`config.mk`:
```
export PLATFORM = sky130hd
export DESIGN_NAME = pipe_skid_stage
export DESIGN_NICKNAME = d
export VERILOG_FILES = /design/src/rtl/pipe_skid_stage_pkg.sv /design/src/rtl/pipe_skid_stage_sat.sv /design/src/rtl/pipe_skid_stage.sv
export SDC_FILE = /design/constraint.sdc
export NUM_CORES = 1
export LEC_CHECK = 0
export ABC_AREA = 1
export CAP_MARGIN = 40
export CORE_ASPECT_RATIO = 1.75
export CORE_UTILIZATION = 45
export CTS_CLUSTER_SIZE = 14
export DETAILED_ROUTE_END_ITERATION = 16
export PLACE_DENSITY_LB_ADDON = 0.08
export SLEW_MARGIN = 20
export SYNTH_ARGS = -nofsm -noshare
export SYNTH_HDL_FRONTEND = slang
export SYNTH_SLANG_ARGS = --single-unit
export TNS_END_PERCENT = 100
```
`constraint.sdc`:
```
create_clock -name clk -period 2.49 [get_ports clk]
set_clock_uncertainty 0.2 [all_clocks]
set_input_delay 0.249 -clock clk [delete_from_list [all_inputs] [get_ports clk]]
set_output_delay 0.249 -clock clk [all_outputs]
set_load 0.02 [all_outputs]
```
`src/rtl/pipe_skid_stage_pkg.sv`:
```
// Shared pipeline definitions: skid-stage state encodings, common constants
// and the per-boundary bubble payloads handed to pipe_skid_stage as BUBBLE.
package pipe_skid_stage_pkg;

   typedef enum logic [1:0] {
      PS_EMPTY = 2'd0,
      PS_ONE   = 2'd1,
      PS_FULL  = 2'd2
   } ps_state_e;

   localparam logic        RstEnable  = 1'b1;
   localparam logic [31:0] ZeroWord   = 32'h0000_0000;
   localparam logic [4:0]  NOPRegAddr = 5'b00000;
   localparam logic [7:0]  OpNothing  = 8'h00;

   // Bubble payload layout: {unused, reg addr, write enable, op}.
   // Write disabled, NOP register address, OpNothing.
   localparam logic [31:0] BUBBLE_ID_EX = {ZeroWord[31:14], NOPRegAddr, 1'b0, OpNothing};

endpackage

```
`src/rtl/pipe_skid_stage_sat.sv`:
```
// sat_counter: saturating up-counter, reusable for performance monitors.
//   clk  - clock
//   rst  - synchronous active-high clear
//   inc  - count enable; ignored once the count is all-ones
//   cnt  - current count
module sat_counter
   import pipe_skid_stage_pkg::*;
#(
   parameter int W = 16
) (
   input  logic         clk,
   input  logic         rst,
   input  logic         inc,
   output logic [W-1:0] cnt
);

   logic [W-1:0] cnt_q;
   logic [W-1:0] cnt_d;

   always_comb begin
      cnt_d = cnt_q;
      if (inc && (cnt_q != {W{1'b1}})) begin
         cnt_d = cnt_q + {{(W-1){1'b0}}, 1'b1};
      end
   end

   always_ff @(posedge clk) begin
      if (rst == RstEnable) begin
         cnt_q <= '0;
      end else begin
         cnt_q <= cnt_d;
      end
   end

   assign cnt = cnt_q;

endmodule

```
`src/rtl/pipe_skid_stage.sv`:
```
// Pipeline-stage register with a two-entry skid buffer and local valid/ready
// handshake, synchronous flush and a saturating bubble counter.
//   clk, rst          - clock, synchronous active-high reset
//   flush             - squash all held entries (branch redirect)
//   in_valid/in_ready - upstream handshake; in_ready decodes from state only
//   in_data           - upstream payload
//   out_valid/out_ready - downstream handshake
//   out_data          - registered payload, BUBBLE when empty
//   occupancy         - held entries 0..2 (the state encoding itself)
//   bubble_cnt        - saturating count of empty cycles seen by a ready consumer
//
// state    | meaning
// PS_EMPTY | nothing held, out_data = BUBBLE
// PS_ONE   | main holds the head entry
// PS_FULL  | main holds the head, skid holds the next entry; in_ready low
module pipe_skid_stage
   import pipe_skid_stage_pkg::*;
#(
   parameter int               WIDTH  = 32,
   parameter logic [WIDTH-1:0] BUBBLE = {WIDTH{1'b0}},
   parameter int               CNT_W  = 16
) (
   input  logic             clk,
   input  logic             rst,
   input  logic             flush,
   input  logic             in_valid,
   output logic             in_ready,
   input  logic [WIDTH-1:0] in_data,
   output logic             out_valid,
   input  logic             out_ready,
   output logic [WIDTH-1:0] out_data,
   output logic [1:0]       occupancy,
   output logic [CNT_W-1:0] bubble_cnt
);

   ps_state_e        state_q, state_d;
   logic [WIDTH-1:0] main_q, main_d;
   logic [WIDTH-1:0] skid_q, skid_d;
   logic             in_fire;
   logic             out_fire;

   assign in_ready  = (state_q != PS_FULL);
   assign out_valid = (state_q == PS_ONE) || (state_q == PS_FULL);
   assign in_fire   = in_valid & in_ready;
   assign out_fire  = out_valid & out_ready;

   always_comb begin
      state_d = state_q;
      main_d  = main_q;
      skid_d  = skid_q;
      if (flush) begin
         // Downstream may still take the current head this cycle; we just
         // drop everything held and whatever arrives alongside the flush.
         state_d = PS_EMPTY;
         main_d  = BUBBLE;
      end else begin
         case (state_q)
            PS_EMPTY: begin
               if (in_fire) begin
                  main_d  = in_data;
                  state_d = PS_ONE;
               end
            end
            PS_ONE: begin
               if (in_fire && out_fire) begin
                  main_d = in_data;
               end else if (in_fire) begin
                  skid_d  = in_data;
                  state_d = PS_FULL;
               end else if (out_fire) begin
                  main_d  = BUBBLE;
                  state_d = PS_EMPTY;
               end
            end
            PS_FULL: begin
               if (out_fire) begin
                  main_d  = skid_q;
                  state_d = PS_ONE;
               end
            end
            default: begin
               // Unreachable encoding; fall back to a clean empty stage.
               state_d = PS_EMPTY;
               main_d  = BUBBLE;
            end
         endcase
      end
   end

   always_ff @(posedge clk) begin
      if (rst == RstEnable) begin
         state_q <= PS_EMPTY;
         main_q  <= BUBBLE;
         skid_q  <= BUBBLE;
      end else begin
         state_q <= state_d;
         main_q  <= main_d;
         skid_q  <= skid_d;
      end
   end

   assign out_data  = main_q;
   assign occupancy = state_q;

   sat_counter #(
      .W (CNT_W)
   ) u_bubble_cnt (
      .clk (clk),
      .rst (rst),
      .inc (~out_valid & out_ready),
      .cnt (bubble_cnt)
   );

endmodule
```
==> run_results.csv <==
group,metric,value,unit
run_status,run_status,"complete, no violations",
yosys,syn_nets,605,
setup_path,timing.critical_path.slowest_stage_cell,"sky130_fd_sc_hd__clkdlybuf4s50_1",
detailed_routing,drt-total-wl,9580,um
timing,hold_viol,0,
timing,final_hold_slack,0.264,ns
yosys,seq_area_frac_synth,42.5,%
pwr,powerDensity,593,nW/um^2
global_route,grt_antenna_before_repair,0,
yosys,synth.cell_area,3860,um^2
timing,period_share,91.5,%
yosys,synth-main-ff-cell,"sky130_fd_sc_hd__dfxtp_1",
setup_path,crit_path_max_fanout,5,
pwr,power.switching_fraction,26.1,%
detailed_routing,detailedRoute.firstPassIterationCount,4,
setup_path,worstPathCellList,"inv_1 -> ha_1 -> clkdlybuf4s50_1",
timing,grt_setup_unrepaired,"false",
yosys,post-synth-top-area-cell,"sky130_fd_sc_hd__dfxtp_1",
pwr,power.leakage,2.05,nW
setup_path,worst-endpoint-arrival,1.83,ns
cts,cts_tree,"done",
setup_path,required,2.04,ns
yosys,yosysTopAreaCellShare,42.5,%
place,port_buffers,88,
setup_path,critPathMaxStageDelay,0.63,ns
yosys,synth_enable_flop_cells,0,
timing,relSlewSlack,53.1,%
global_route,largest_net_degree_at_the_start_of_global_routing,35,
yosys,synth.top_cells.by_area,"sky130_fd_sc_hd__dfxtp_1 (43%), sky130_fd_sc_hd__nand2_1 (21%), sky130_fd_sc_hd__nor2_1 (8.7%)",
global_route,grt_pass1_wl,16100,um
floorplanning,start_util,46.4,%
pwr,power_frac_clock,40.0,%
timing,final.setup.tns,0,ns
timing,timing.fmax,439,MHz
floorplanning,floorplan.core_area,8310,um^2
setup_path,critical_path_class,"register to output port",
place,hpwl,6620,um
pwr,power.sequential.fraction,46.5,%
cells_and_area,area_growth,29.5,%
detailed_routing,first_iter_violations,245,
timing,final_max_tran_viols,0,
cts,cts_inserted_buffers,9,
cts,tritoncts_num_sinks,82,
setup_path,worstSetupEndpointType,"output port",
detailed_routing,postRouteAntennaNets,0,
floorplanning,dieArea,8960,um^2
cells_and_area,antenna-diode-count,0,
yosys,netlist-cell-type-count,25,
cts,clkTransAtPathRegs,0.06,ns
timing,layout_min_cycle_time,2.28,ns
cts,post-cts-setup-buffer-count,0,
setup_path,startpoint_type_of_the_worst_setup_path,"register",
yosys,netlist_instances,562,
place,place.gp.congestion,0.824,
cts,cts_max_level,3,
pwr,power_frac_comb,13.5,%
detailed_routing,post_dr_wirelength_cell,12.6,um
yosys,synthArstFlopShare,0,%
global_route,number_of_global_route_vias_before_repair,3445,
detailed_routing,vias,3723,
pwr,power.ir.vdd_worst,0.000389,V
cts,ctsRootBufferMaster,"sky130_fd_sc_hd__clkbuf_16",
pwr,power.net_switching,0.773,mW
cts,cts_max_path_buffers,2,
detailed_routing,drc_errors,0,
cells_and_area,drive_gt1_share,7.45,%
yosys,synth_seq_cells,82,
run,cap_violations,0,
cts,ctsResizeCount,0,
cells_and_area,multi_input_area,1940,um^2
setup_path,rrSetupSlack,0.30,ns
timing,timing.final.setup_violations,0,
yosys,synth_warnings,0,
floorplanning,placement_rows,44,
yosys,post_synth_most_frequent_cells,"sky130_fd_sc_hd__nand2_1 (218), sky130_fd_sc_hd__nor2_1 (89), sky130_fd_sc_hd__dfxtp_1 (82)",
worst_hold_path,timing.hold.worst.class,"register to register",
detailed_routing,drt-vias-per-instance,4.91,
floorplanning,floorplan.io_pins,89,
cells_and_area,filler_cell_count,794,
cells_and_area,sequential_cell_area,1640,um^2
cts,clk_latency,0.33,ns
cells_and_area,nets,682,
timing,worst_pin_slew,0.704,ns
pwr,internal_power,2.19,mW
floorplanning,floorplan.die.height,125,um
floorplanning,die_w,72,um
yosys,post_synth.cell_area_avg,6.87,um^2
cts,postCtsHoldBufs,0,
global_route,grt.total_usage,22.7,%
global_route,globalRoute.totalOverflow,0,
yosys,synth_most_common_cell,"sky130_fd_sc_hd__nand2_1",
==> critical path, delay by kind of cell, from the launching register on <==
family / cells / cell delay, ns
DFF: 1 / 0.42
adders and majority gates: 1 / 0.34
buffers and inverters: 2 / 0.74
==> metrics by stage <==
stage / utilization [%] / power [mW] / std cells / cell area (um^2) / setup slack (ns)
3_3_place_gp: 57.0 / 1.81 / 743 / 4740 / 0.363
6_report: 60.1 / 2.97 / 759 / 5000 / 0.211
3_5_place_dp: 57.0 / 1.81 / 743 / 4740 / 0.281
4_1_cts: 60.1 / 3.00 / 759 / 5000 / 0.169
2_1_floorplan: - / 1.65 / 562 / 3860 / 0.403
5_1_grt: 60.1 / 3.10 / 759 / 5000 / 0.0759
==> area by class of cell <==
class | instances | area share (%)
Clock buffer | 11 | 4.66
Clock inverter | 5 | 0.576
Inverter | 18 | 1.40
Multi-Input combinational cell | 432 | 38.8
Sequential cell | 82 | 32.8
Tap cell | 115 | 2.88
Timing Repair Buffer | 96 | 18.8
==> registers in the layout, summed over array words and instances (netlist names) <==
register,count
u_bubble_cnt.cnt,16
occupancy,2
out_data,32
skid_q,32
==> kinds of logic (layout without fill, tap and decap cells) <==
kind of cell | Yosys count | after routing | synth area share, %
and+or+nand+nor | 338 | 338 | 35.3
xor gates and xnor gates | 6 | 6 | 1.36
buffers and inverters | 48 | 130 | 7.17
AOI/OAI and AO/OA | 82 | 82 | 11.7
DFF | 82 | 82 | 42.5
adders and majority gates | 6 | 6 | 1.95
==> metal layers <==
| metal | part of all wire, % | routed length [um] | vias to the layer above | global-route usage, % |
|---|---|---|---|---|
| li1 | - | - | 1922 | - |
| met1 | 42 | 4020 | 1712 | 25.8 |
| met2 | 54 | 5130 | 84 | 41.2 |
| met3 | 3.5 | 337 | 5 | 4.69 |
| met4 | 0.89 | 85 | 0 | 7.27 |
| met5 | 0 | 0 | - | 0 |
==> layout by cell type (no fill, tap or decap), drive strengths merged, types with 4 or more instances in the layout <==
cell type	netlist	final
clkbuf	12	11
inv	18	19
nand4	6	6
a21oi	46	46
nand3	12	12
clkinv	0	4
ha	6	6
nor2	97	97
nand2	222	222
o21ai	36	36
clkdlybuf4s50	0	88
dfxtp	82	82
buf	18	8
==> power by group through the flow <==
stage / Clock, mW / Combinational (mW) / Sequential, mW
global route: 1.28 / 0.441 / 1.38
detailed placement: 0 / 0.403 / 1.41
floorplan: 0 / 0.215 / 1.44
finish: 1.19 / 0.400 / 1.38
global placement: 0 / 0.400 / 1.41
CTS: 1.22 / 0.405 / 1.38
==> final timing paths <==
| path | start | end | cells after the start |
|---|---|---|---|
| hold reg to reg | out_data[18] | out_data[18] | 2 |
| setup reg to reg | occupancy[0] | skid_q[4] | 8 |
| setup / recovery | occupancy[0] | out_valid | 3 |
| hold / removal | out_data[18] | out_data[18] | 2 |
Note: power is estimated with default switching activity, not from simulation.
